`src/rtl/mem_arb_pkg.sv`:
```
// Shared types and default widths for the memory-port arbiter.
package mem_arb_pkg;

  localparam int unsigned DEF_ADDR_WIDTH     = 64;
  localparam int unsigned DEF_DATA_WIDTH     = 64;
  localparam int unsigned DEF_STARVE_LIMIT   = 2;
  localparam int unsigned DEF_TIMEOUT_CYCLES = 256;

  typedef enum logic [1:0] {
    IDLE = 2'd0,
    REQ  = 2'd1,
    RSP  = 2'd2
  } arb_state_e;

  typedef enum logic {
    OWN_IF  = 1'b0,
    OWN_LSU = 1'b1
  } arb_owner_e;

endpackage

```
`src/rtl/mem_arb_pick.sv`:
```
// Winner select between IF and LSU. LSU normally wins; after STARVE_LIMIT
// consecutive LSU grants with IF waiting, IF is forced through.
module mem_arb_pick
  import mem_arb_pkg::*;
#(
  parameter int unsigned STARVE_LIMIT = DEF_STARVE_LIMIT
) (
  input  logic clk,
  input  logic rst,
  input  logic arb_en,
  input  logic if_req,
  input  logic lsu_req,
  output logic if_win,
  output logic lsu_win
);

  localparam int unsigned CW = $clog2(STARVE_LIMIT + 1);

  logic [CW-1:0] starve_cnt;
  logic          lsu_ok;

  // Combinational winner. The counter only saturates while IF is waiting,
  // so the !if_req term just keeps LSU from stalling if IF ever withdraws.
  always_comb begin
    lsu_ok  = (starve_cnt < CW'(STARVE_LIMIT)) || !if_req;
    lsu_win = arb_en && lsu_req && lsu_ok;
    if_win  = arb_en && if_req && !lsu_win;
  end

  // Consecutive-LSU-grants-while-IF-waits counter, saturating.
  always_ff @(posedge clk) begin
    if (rst) begin
      starve_cnt <= '0;
    end else if (lsu_win) begin
      if (!if_req)
        starve_cnt <= '0;
      else if (starve_cnt < CW'(STARVE_LIMIT))
        starve_cnt <= starve_cnt + 1'b1;
    end else if (if_win) begin
      starve_cnt <= '0;
    end
  end

endmodule

```
`src/rtl/mem_arbiter.sv`:
```
// Single-outstanding arbiter sharing one memory port between IF and LSU.
// Optional watchdog: define MEM_ARB_TIMEOUT_EN to enable err_o.
module mem_arbiter
  import mem_arb_pkg::*;
#(
  parameter int unsigned ADDR_WIDTH     = DEF_ADDR_WIDTH,
  parameter int unsigned DATA_WIDTH     = DEF_DATA_WIDTH,
  parameter int unsigned STARVE_LIMIT   = DEF_STARVE_LIMIT,
  parameter int unsigned TIMEOUT_CYCLES = DEF_TIMEOUT_CYCLES
) (
  input  logic                    clk_i,
  input  logic                    rst_i,
  input  logic                    if_req_i,
  input  logic [ADDR_WIDTH-1:0]   if_addr_i,
  output logic                    if_gnt_o,
  output logic                    if_rvalid_o,
  output logic [DATA_WIDTH-1:0]   if_rdata_o,
  input  logic                    lsu_req_i,
  input  logic                    lsu_we_i,
  input  logic [ADDR_WIDTH-1:0]   lsu_addr_i,
  input  logic [DATA_WIDTH-1:0]   lsu_wdata_i,
  input  logic [DATA_WIDTH/8-1:0] lsu_be_i,
  output logic                    lsu_gnt_o,
  output logic                    lsu_rvalid_o,
  output logic [DATA_WIDTH-1:0]   lsu_rdata_o,
  output logic                    mem_req_o,
  output logic                    mem_we_o,
  output logic [ADDR_WIDTH-1:0]   mem_addr_o,
  output logic [DATA_WIDTH-1:0]   mem_wdata_o,
  output logic [DATA_WIDTH/8-1:0] mem_be_o,
  input  logic                    mem_gnt_i,
  input  logic                    mem_rvalid_i,
  input  logic [DATA_WIDTH-1:0]   mem_rdata_i,
  output logic                    busy_o,
  output logic                    err_o
);

  arb_state_e state, state_nxt;
  arb_owner_e owner;
  logic       arb_en, if_win, lsu_win, timeout, rsp_fire;

  // Arbitration only happens in IDLE and never while reset is asserted.
  assign arb_en = (state == IDLE) && !rst_i;

  mem_arb_pick #(.STARVE_LIMIT(STARVE_LIMIT)) u_pick (
    .clk     (clk_i),
    .rst     (rst_i),
    .arb_en  (arb_en),
    .if_req  (if_req_i),
    .lsu_req (lsu_req_i),
    .if_win  (if_win),
    .lsu_win (lsu_win)
  );

  assign if_gnt_o  = if_win;
  assign lsu_gnt_o = lsu_win;

`ifdef MEM_ARB_TIMEOUT_EN
  localparam int unsigned TW = $clog2(TIMEOUT_CYCLES + 1);

  logic [TW-1:0] to_cnt;
  logic          err_q;

  // Cycles spent in REQ+RSP; zero in IDLE so every transaction starts fresh.
  always_ff @(posedge clk_i) begin
    if (rst_i || state == IDLE) to_cnt <= '0;
    else                        to_cnt <= to_cnt + 1'b1;
  end

  // A response arriving in the last allowed cycle still completes normally.
  assign timeout = (state != IDLE) && (to_cnt == TW'(TIMEOUT_CYCLES - 1)) &&
                   !((state == RSP) && mem_rvalid_i);

  // Sticky error, cleared only by reset.
  always_ff @(posedge clk_i) begin
    if (rst_i)        err_q <= 1'b0;
    else if (timeout) err_q <= 1'b1;
  end

  assign err_o = err_q;
`else
  logic to_unused;
  assign to_unused = (TIMEOUT_CYCLES != 0);
  assign timeout   = 1'b0;
  assign err_o     = 1'b0;
`endif

  // State register.
  always_ff @(posedge clk_i) begin
    if (rst_i) state <= IDLE;
    else       state <= state_nxt;
  end

  // Next-state: grant -> REQ -> mem gnt -> RSP -> mem rvalid -> IDLE.
  always_comb begin
    state_nxt = state;
    case (state)
      IDLE: if (if_win || lsu_win) state_nxt = REQ;
      REQ: begin
        if (timeout)        state_nxt = IDLE;
        else if (mem_gnt_i) state_nxt = RSP;
      end
      RSP: if (mem_rvalid_i || timeout) state_nxt = IDLE;
      default: state_nxt = IDLE;
    endcase
  end

  // Capture the winner's fields at grant; they stay put until the next grant.
  always_ff @(posedge clk_i) begin
    if (rst_i) begin
      owner       <= OWN_IF;
      mem_we_o    <= 1'b0;
      mem_addr_o  <= '0;
      mem_wdata_o <= '0;
      mem_be_o    <= '0;
    end else if (lsu_win) begin
      owner       <= OWN_LSU;
      mem_we_o    <= lsu_we_i;
      mem_addr_o  <= lsu_addr_i;
      mem_wdata_o <= lsu_wdata_i;
      mem_be_o    <= lsu_be_i;
    end else if (if_win) begin
      owner       <= OWN_IF;
      mem_we_o    <= 1'b0;
      mem_addr_o  <= if_addr_i;
      mem_wdata_o <= '0;
      mem_be_o    <= '1;
    end
  end

  // Response routing to whichever requester owns the transaction.
  assign mem_req_o    = (state == REQ);
  assign rsp_fire     = (state == RSP) && mem_rvalid_i && !rst_i;
  assign if_rvalid_o  = rsp_fire && (owner == OWN_IF);
  assign lsu_rvalid_o = rsp_fire && (owner == OWN_LSU);
  assign if_rdata_o   = mem_rdata_i;
  assign lsu_rdata_o  = mem_rdata_i;
  assign busy_o       = (state != IDLE);

endmodule

```
`config.mk`:
```
export PLATFORM = sky130hd
export DESIGN_NAME = mem_arbiter
export DESIGN_NICKNAME = d
export VERILOG_FILES = /design/src/rtl/mem_arb_pkg.sv /design/src/rtl/mem_arb_pick.sv /design/src/rtl/mem_arbiter.sv
export SDC_FILE = /design/constraint.sdc
export NUM_CORES = 1
export LEC_CHECK = 0
export CAP_MARGIN = 20
export CORE_AREA = 4 4 206 208
export DETAILED_ROUTE_END_ITERATION = 12
export DIE_AREA = 0 0 210 212
export GPL_TIMING_DRIVEN = 1
export PLACE_DENSITY = 0.53
export SYNTH_ARGS = -nofsm -noshare
export SYNTH_HDL_FRONTEND = slang
export SYNTH_SLANG_ARGS = --single-unit
export TNS_END_PERCENT = 100
```
`constraint.sdc`:
```
create_clock -name clk_i -period 1.7 [get_ports clk_i]
set_input_delay 0.34 -clock clk_i [delete_from_list [all_inputs] [get_ports clk_i]]
set_output_delay 0.34 -clock clk_i [all_outputs]
set_load 0.005 [all_outputs]
```
==> impl_metrics.env, run 1 <==
export IMPL_peakVddDrop_uv=642
export IMPL_violations="negative setup slack"
export IMPL_dp_cells=1588
export IMPL_finClkSkew_ns=0.0149
export IMPL_coreArea_sq_mm=0.0406
export IMPL_ctsHtreeMaxLevel=4
export IMPL_max_stage_delay_ns=0.36
export IMPL_crit_arrival_ns=1.43
export IMPL_dp_hpwl_mm=21.2
export IMPL_antenna_cells=0
export IMPL_cts_tree="yes"
export IMPL_outcome="complete, but fails checks"
export IMPL_worst_path_buf_inv=2
export IMPL_ys_ff_latch=142
export IMPL_finalCriticalPeriod_ns=1.77
export IMPL_antenna_left=0
export IMPL_grt_pass1_vias=7638
export IMPL_required_ns=1.36
export IMPL_hold_class="in2reg"
export IMPL_die_width_um=210
export IMPL_syn_nets=1145
export IMPL_cp_startpoint="state[1]"
export IMPL_r2r_cells=5
export IMPL_crit_chain="nor3_4 -> buf_6 -> and3_4 -> buf_6"
export IMPL_leakagePower_nw=4.59
export IMPL_place_gp_congestion=0.789
export IMPL_r2r_slack_ns=0.03
export IMPL_start_util_pct=17.6
export IMPL_synth_cells=874
export IMPL_cp_end_kind="output port"
export IMPL_worst_pin_slew_ns=0.969
export IMPL_cp_max_fo=4
export IMPL_timing_final_ws_setup_ns=-0.0742
export IMPL_relSlewSlack_pct=35.4
export IMPL_stdcell_count=1643
export IMPL_clk_insertion_delay_late_ns=0.45
export IMPL_grt_use_total_pct=13.4
export IMPL_most_common_layout_cells="clkdlybuf4s50_1, a21oi_1, dfxtp_1"
export IMPL_powerDensity_mw_per_mm2=856
export IMPL_mostFrequentLayoutCell="clkdlybuf4s50_1"
export IMPL_finalPower_mw=10.2
export IMPL_fmax_mhz=564
export IMPL_final_nets=1369
export IMPL_fp_row_count=74
export IMPL_numPortBuffers=349
export IMPL_fin_crit_sh_pct=104
export IMPL_dr_pass1_iters=5
export IMPL_maxCapViolations=0
export IMPL_globalRouteOverflowTotal=0
export IMPL_setup_viol=2
export IMPL_grt_pass1_wl_mm=46.2
export IMPL_clkSinkCount=142
export IMPL_cp_slowest_cell="dfxtp_4"
export IMPL_clockBufferDepth=2
export IMPL_dieArea_sq_mm=0.0445
export IMPL_hold_slack_ns=0.359
export IMPL_hold_viol=0
export IMPL_crit_family="simple AND/OR/NAND/NOR gates"
export IMPL_yosys_warnings=0
export IMPL_r2r_start="state[0]"
export IMPL_vias=7602
export IMPL_cp_start_kind="flop"
export IMPL_root_buffer="clkbuf_16"
export IMPL_path_clk_slew_ns=0.06
export IMPL_antenna_found_initial=0
export IMPL_routed_wl_mm=32.4
export IMPL_grt_max_degree=69
export IMPL_syn_area_sq_mm=0.00714
export IMPL_die_y_um=212
export IMPL_timing_rr_end="mem_addr_o[44]"
export IMPL_wl_per_cell_um=19.7
export IMPL_cts_inserted_buffers=17
export IMPL_fillers=4360
export IMPL_crit_path_frequent_cell="buf_6"
export IMPL_synthDistinctLibCells=31
export IMPL_worstSetupPathType="reg2out"
export IMPL_ys_seq_area_share_pct=39.8
export IMPL_slew_violations=0
export IMPL_cp_endpoint="if_gnt_o"
export IMPL_syn_area_per_cell_sq_um=8.17
export IMPL_worst_path_stages=4
export IMPL_vias_per_cell=4.63
export IMPL_pin_count=543
export IMPL_syn_to_final_growth_pct=66.6
export IMPL_finish_utilization_pct=29.3
export IMPL_rsz0062_at_grt="true"
export IMPL_first_iter_violations=474
export IMPL_drive_gt1_share_pct=16.0
export IMPL_drc=0
[synthesized netlist by cell type]
library cell | number | area [sq um]
dfxtp_1 | 142 | 2840
a21oi_1 | 139 | 696
buf_4 | 130 | 976
nand3_1 | 130 | 651
o21ai_0 | 100 | 500
a311oi_1 | 64 | 561
clkbuf_1 | 59 | 221
o21ai_1 | 31 | 155
buf_2 | 28 | 140
buf_6 | 9 | 101
nor3_1 | 8 | 40.0
nor3_2 | 8 | 80.1
nand2_1 | 3 | 11.3
nor2_1 | 3 | 11.3
and3_1 | 2 | 12.5
nand2b_1 | 2 | 12.5
nor2b_1 | 2 | 12.5
a21bo_1 | 1 | 10.0
a21boi_2 | 1 | 11.3
a22oi_1 | 1 | 7.51
conb_1 | 1 | 3.75
inv_1 | 1 | 3.75
nor2_2 | 1 | 6.26
nor2_4 | 1 | 11.3
nor3_4 | 1 | 16.3
nor3b_1 | 1 | 7.51
o31ai_1 | 1 | 7.51
o32ai_1 | 1 | 8.76
or2_1 | 1 | 6.26
or2_2 | 1 | 6.26
or3_4 | 1 | 11.3
[kinds of logic (layout without fill, tap and decap cells)]
kind of cell,Yosys count,after routing,synth area share [%]
DFF,142,142,39.8
AOI/OAI and AO/OA,339,339,27.4
and+or+nand+nor,165,165,12.5
other,1,1,0.0525
buffers and inverters,227,464,20.2
[final cells by class]
cell class                 instances  area, sq um  area share [%]
clock inverter                    10          136            1.15
tap                              532          666            5.60
multi-input combinational        505         3080            25.9
clock buffer                      22          474            3.99
inverter                           1         3.75          0.0316
sequential                       142         2860            24.0
timing repair buffer             431         4680            39.3
[metrics by stage]
stage,setup slack (ns),setup TNS [ns],instance area (sq um)
6_report,-0.0742,-0.118,11900
5_1_grt,-0.160,-0.852,11900
2_1_floorplan,0.123,0,7140
4_1_cts,-0.108,-1.65,11400
3_3_place_gp,-0.455,-48.92,10500
3_5_place_dp,-0.470,-51.60,10500
[power breakdown]
group	total, mW	leakage (nW)	internal, mW	switching (mW)
sequential	3.70	1.17	3.57	0.131
clock	3.96	0.292	2.42	1.54
combinational	2.52	3.13	1.41	1.11
[worst min-delay path by stage]
| stage | depth (start not counted) | startpoint | to | slack [ns] |
|---|---|---|---|---|
| floorplan | 1 | u_pick.starve_cnt[0] | u_pick.starve_cnt[0] | 0.43 |
| CTS | 3 | rst_i | mem_addr_o[5] | 0.33 |
| global placement | 1 | u_pick.starve_cnt[0] | u_pick.starve_cnt[0] | 0.44 |
| detailed placement | 1 | u_pick.starve_cnt[0] | u_pick.starve_cnt[0] | 0.46 |
| finish | 3 | rst_i | mem_addr_o[5] | 0.36 |
| global route | 3 | rst_i | mem_addr_o[5] | 0.35 |
[flip-flops by register name, summed over array words and instances, names as in the netlist]
register / count
owner: 1
mem_addr_o: 64
mem_wdata_o: 64
u_pick.starve_cnt: 2
mem_we_o: 1
mem_be_o: 8
state: 2
[worst min-delay path: stages]
cell and delay (ns):
buf_4 0.18, buf_4 0.19, a311oi_2 0.04
[repair_timing]
item	CTS	global route
endpoints found under the setup margin	78	145
gates resized for setup	57	97
hold buffers	0	0
gates cloned	4	8
buffers inserted	9	4
pin swaps	7	25
[per-layer routing]
layer	up-vias	global-route usage (%)	wire (um)
met5	-	0	0
met2	369	21.5	15200
met1	3635	15.7	13000
met3	93	4.80	2620
li1	3505	-	-
met4	0	7.67	1560
(Power assumes the default switching activity.)
==> run 2: changes to the inputs <==
--- a/config.mk
+++ b/config.mk
@@ -7,9 +7,10 @@
 export LEC_CHECK = 0
 export CAP_MARGIN = 20
 export CORE_AREA = 4 4 206 208
+export CTS_CLUSTER_SIZE = 20
 export DETAILED_ROUTE_END_ITERATION = 12
 export DIE_AREA = 0 0 210 212
-export GPL_TIMING_DRIVEN = 1
+export GPL_TIMING_DRIVEN = 0
 export PLACE_DENSITY = 0.53
 export SYNTH_ARGS = -nofsm -noshare
 export SYNTH_HDL_FRONTEND = slang
==> impl_metrics.env, run 2 (synthesized netlist as in run 1, its figures left out) <==
export IMPL_outcome="complete, but fails checks"
export IMPL_violations="negative setup slack"
export IMPL_cp_startpoint="state[1]"
export IMPL_clockBufferDepth=2
export IMPL_cts_inserted_buffers=17
export IMPL_design_area_sq_mm=0.0149
export IMPL_placed_area_sq_mm=0.0126
export IMPL_antenna_found_initial=2
export IMPL_clkSinkCount=142
export IMPL_setup_tns_final_ns=-5.89
export IMPL_finish_utilization_pct=36.8
export IMPL_clk_insertion_delay_late_ns=0.43
export IMPL_cts_tree="yes"
export IMPL_crit_path_frequent_cell="buf_12"
export IMPL_die_width_um=210
export IMPL_coreArea_sq_mm=0.0406
export IMPL_vias=8823
export IMPL_root_buffer="clkbuf_16"
export IMPL_max_stage_delay_ns=0.37
export IMPL_dieArea_sq_mm=0.0445
export IMPL_grt_max_degree=17
export IMPL_fin_crit_sh_pct=116
export IMPL_hold_viol=0
export IMPL_top_regs="mem_addr_o (64), mem_wdata_o (64), mem_be_o (8)"
export IMPL_grt_pass1_vias=9044
export IMPL_worst_path_buf_inv=4
export IMPL_syn_to_final_growth_pct=109
export IMPL_powerDensity_mw_per_mm2=735
export IMPL_finClkSkew_ns=0.00860
export IMPL_wl_per_cell_um=20.8
export IMPL_setup_viol=89
export IMPL_cp_max_fo=5
export IMPL_rsz0062_at_grt="true"
export IMPL_start_util_pct=17.6
export IMPL_pin_count=543
export IMPL_crit_arrival_ns=1.64
export IMPL_drc=0
export IMPL_most_common_layout_cells="clkdlybuf4s50_1, buf_4, dfxtp_1"
export IMPL_cp_end_kind="output port"
export IMPL_pre_cts_slack_ns=-1.57
export IMPL_dr_pass1_iters=5
export IMPL_grt_use_total_pct=16.8
export IMPL_drive_gt1_share_pct=28.8
export IMPL_worstSetupPathType="reg2out"
export IMPL_vias_per_cell=4.51
export IMPL_stdcell_count=1955
export IMPL_worst_pin_slew_ns=0.678
export IMPL_numPortBuffers=476
export IMPL_relSlewSlack_pct=54.8
export IMPL_fp_row_count=74
export IMPL_crit_family="buffers and inverters"
export IMPL_antenna_left=0
export IMPL_maxCapViolations=0
export IMPL_r2r_start="state[0]"
export IMPL_timing_final_ws_setup_ns=-0.279
export IMPL_final_nets=1683
export IMPL_path_clk_slew_ns=0.06
export IMPL_cp_slowest_cell="dfxtp_4"
export IMPL_die_y_um=212
export IMPL_antenna_cells=0
export IMPL_hold_path_startpoint="rst_i"
export IMPL_leakagePower_nw=6.45
export IMPL_cp_start_kind="flop"
export IMPL_fmax_mhz=505
export IMPL_first_iter_violations=472
export IMPL_finalCriticalPeriod_ns=1.98
export IMPL_mostFrequentLayoutCell="clkdlybuf4s50_1"
export IMPL_hold_class="in2reg"
export IMPL_grt_pass1_wl_mm=57.2
export IMPL_globalRouteOverflowTotal=0
export IMPL_routed_wl_mm=40.7
export IMPL_dp_hpwl_mm=29.6
export IMPL_crit_chain="nor3_4 -> buf_12 -> buf_12 -> buf_12 -> and3_1 -> buf_2"
export IMPL_ctsHtreeMaxLevel=4
export IMPL_peakVddDrop_uv=533
export IMPL_required_ns=1.36
export IMPL_dp_cells=1882
export IMPL_place_gp_congestion=0.857
export IMPL_hold_slack_ns=0.434
export IMPL_slew_violations=0
export IMPL_finalPower_mw=11.0
run 2: cell types whose count changed in the layout (fill, tap and decap cells not counted), sizes merged:
cell,before,now
buf,81,220
bufinv,3,2
clkbuf,29,73
clkdlybuf4s50,297,397
clkinv,4,5
clkinvlp,3,4
dlymetal6s2s,35,63
run 2: final timing paths:
path | cells after the start | endpoint | slack, ns
min reg2reg | 2 | mem_wdata_o[30] | 0.46
max reg2reg | 9 | mem_addr_o[44] | -0.19
max | 6 | if_gnt_o | -0.28
min | 4 | u_pick.starve_cnt[1] | 0.43
run 2: area by class of cell:
class	instances	area, sq um
buffer	222	1800
inverter	1	3.75
fill	4198	25600
sequential	142	2860
clock buffer	19	453
multi-input combinational	505	3370
clock inverter	11	119
tap	532	666
timing repair buffer	523	5660
run 2: timing repair:
action                     in CTS  in global routing
cloned                          9                  9
setup endpoints to repair     161                186
hold buffers                    0                  0
buffers inserted               30                 10
resized for setup             189                333
pin swaps                       4                113
run 2: layer usage:
layer	GRT usage (%)	wire, um	vias up
met1	19.8	16300	4251
met4	4.12	920	4
met5	0	25	-
met2	30.1	20600	367
li1	-	-	4155
met3	5.15	2870	46
run 2: report_power, final:
group	internal [mW]	switching, mW
Combinational	2.03	1.42
Clock	2.21	1.58
Sequential	3.57	0.154
run 2: tightest hold or removal path, stage by stage:
cell and delay, ns:
buf_2 0.27, nor2b_1 0.10, o21ai_2 0.05, o31ai_1 0.06
==> run 3: changes to the inputs <==
--- a/config.mk
+++ b/config.mk
@@ -6,12 +6,12 @@
 export NUM_CORES = 1
 export LEC_CHECK = 0
 export CAP_MARGIN = 20
-export CORE_AREA = 4 4 206 208
+export CORE_AREA = 3 3 211 213
 export CTS_CLUSTER_SIZE = 20
 export DETAILED_ROUTE_END_ITERATION = 12
-export DIE_AREA = 0 0 210 212
+export DIE_AREA = 0 0 214 216
 export GPL_TIMING_DRIVEN = 0
-export PLACE_DENSITY = 0.53
+export PLACE_DENSITY = 0.51
 export SYNTH_ARGS = -nofsm -noshare
 export SYNTH_HDL_FRONTEND = slang
 export SYNTH_SLANG_ARGS = --single-unit
==> impl_metrics.env, run 3 (synthesized netlist as in run 1, its figures left out) <==
export IMPL_cts_tree="yes"
export IMPL_fillers=4386
export IMPL_vias=8855
export IMPL_ctsHoldBuffers=0
export IMPL_grt_use_total_pct=16.4
export IMPL_wl_per_cell_um=20.3
export IMPL_crit_arrival_ns=1.73
export IMPL_syn_to_final_growth_pct=111
export IMPL_clockBufferDepth=2
export IMPL_vias_per_cell=4.37
export IMPL_drive_gt1_share_pct=28.4
export IMPL_violations="negative setup slack"
export IMPL_top_regs="mem_addr_o (64), mem_wdata_o (64), mem_be_o (8)"
export IMPL_hold_slack_ns=0.406
export IMPL_path_clk_slew_ns=0.06
export IMPL_start_util_pct=16.7
export IMPL_routed_wl_mm=41.1
export IMPL_grt_max_degree=17
export IMPL_r2r_cells=12
export IMPL_finish_utilization_pct=35.1
export IMPL_min_path_cells=4
export IMPL_powerDensity_mw_per_mm2=742
export IMPL_antenna_found_initial=2
export IMPL_mostFrequentLayoutCell="clkdlybuf4s50_1"
export IMPL_clkSinkCount=142
export IMPL_hold_class="in2reg"
export IMPL_hold_viol=0
export IMPL_cts_inserted_buffers=17
export IMPL_outcome="complete, but fails checks"
export IMPL_fmax_mhz=483
export IMPL_worstSetupPathType="reg2out"
export IMPL_grt_pass1_wl_mm=57.7
export IMPL_grt_pass1_vias=8827
export IMPL_numPortBuffers=476
export IMPL_worst_pin_slew_ns=0.821
export IMPL_stdcell_count=2028
export IMPL_clk_insertion_delay_late_ns=0.46
export IMPL_die_y_um=216
export IMPL_cp_end_kind="output port"
export IMPL_pin_count=543
export IMPL_peakVddDrop_uv=603
export IMPL_finalCriticalPeriod_ns=2.07
export IMPL_dr_pass1_iters=5
export IMPL_leakagePower_nw=5.99
export IMPL_fin_crit_sh_pct=122
export IMPL_timing_final_ws_setup_ns=-0.369
export IMPL_root_buffer="clkbuf_16"
export IMPL_first_iter_violations=544
export IMPL_dp_cells=1935
export IMPL_dp_hpwl_mm=29.3
export IMPL_ctsHtreeMaxLevel=4
export IMPL_relSlewSlack_pct=45.3
export IMPL_final_nets=1701
export IMPL_fp_row_count=76
export IMPL_slew_violations=0
export IMPL_setup_viol=146
export IMPL_required_ns=1.36
export IMPL_globalRouteOverflowTotal=0
export IMPL_drc=0
export IMPL_place_gp_congestion=0.788
export IMPL_pre_cts_slack_ns=-1.63
export IMPL_finalPower_mw=11.2
export IMPL_rsz0062_at_grt="true"
export IMPL_cp_start_kind="flop"
export IMPL_antenna_left=0
export IMPL_finClkSkew_ns=0.0102
export IMPL_die_width_um=214
export IMPL_dieArea_sq_mm=0.0462
export IMPL_cp_max_fo=2
export IMPL_most_common_layout_cells="clkdlybuf4s50_1, buf_4, dfxtp_1"
export IMPL_coreArea_sq_mm=0.0429
export IMPL_maxCapViolations=0
run 3: cell count changes in the layout (fill, tap and decap cells not counted), sizes merged, moves of 3 or more:
cell | previous run | this run
dlygate4sd2 | 10 | 66
dlymetal6s2s | 63 | 15
clkbuf | 73 | 84
buf | 220 | 229
clkdlybuf4s50 | 397 | 389
clkinvlp | 4 | 0
clkinv | 5 | 8
run 3: cell type report:
class | instances | area [sq um] | share of cell area (%)
multi-input combinational | 505 | 3330 | 22.1
timing repair buffer | 541 | 5730 | 38.0
inverter | 1 | 3.75 | 0.0249
buffer | 222 | 1800 | 12.0
tap | 585 | 732 | 4.86
sequential | 142 | 2870 | 19.0
clock inverter | 11 | 141 | 0.939
antenna | 1 | 2.50 | 0.0166
clock buffer | 20 | 457 | 3.03
run 3: critical path: stages (launching register included):
cell     delay, ns
dfxtp_4       0.36
nor3_4        0.24
buf_6         0.17
buf_12        0.13
buf_8         0.11
and3_4        0.17
buf_6         0.09
run 3: metrics by stage:
step,setup TNS (ns),instance area (sq um)
2_1_floorplan,0,7140
3_3_place_gp,-112.96,12600
3_5_place_dp,-116.41,12600
4_1_cts,-32.97,14300
5_1_grt,-36.38,15100
6_report,-25.46,15100
run 3: metal layers:
layer	share of wire, %	track usage [%]	wire (um)	up-vias
met5	0.032	0	13	-
met3	6.6	5.13	2710	37
met4	2.0	5.45	809	2
li1	-	-	-	4185
met2	50	28.0	20500	339
met1	42	19.7	17100	4292
run 3: where the power goes:
group | switching (mW) | internal (mW)
Combinational | 1.43 | 2.05
Clock | 1.61 | 2.37
Sequential | 0.152 | 3.57
run 3: what timing repair did:
action                                  CTS  global route
gates cloned                             11            10
endpoints found under the setup margin  209           164
resized for setup                       272           203
setup buffers                            38            19
pin swaps                                76            96
run 3: final timing paths:
| check | startpoint | endpoint | slack, ns |
|---|---|---|---|
| worst max-delay path | state[1] | if_gnt_o | -0.37 |
| worst min register to register | mem_wdata_o[15] | mem_wdata_o[15] | 0.45 |
| worst min-delay path | rst_i | u_pick.starve_cnt[1] | 0.41 |
| worst max register to register | state[1] | mem_addr_o[61] | -0.31 |
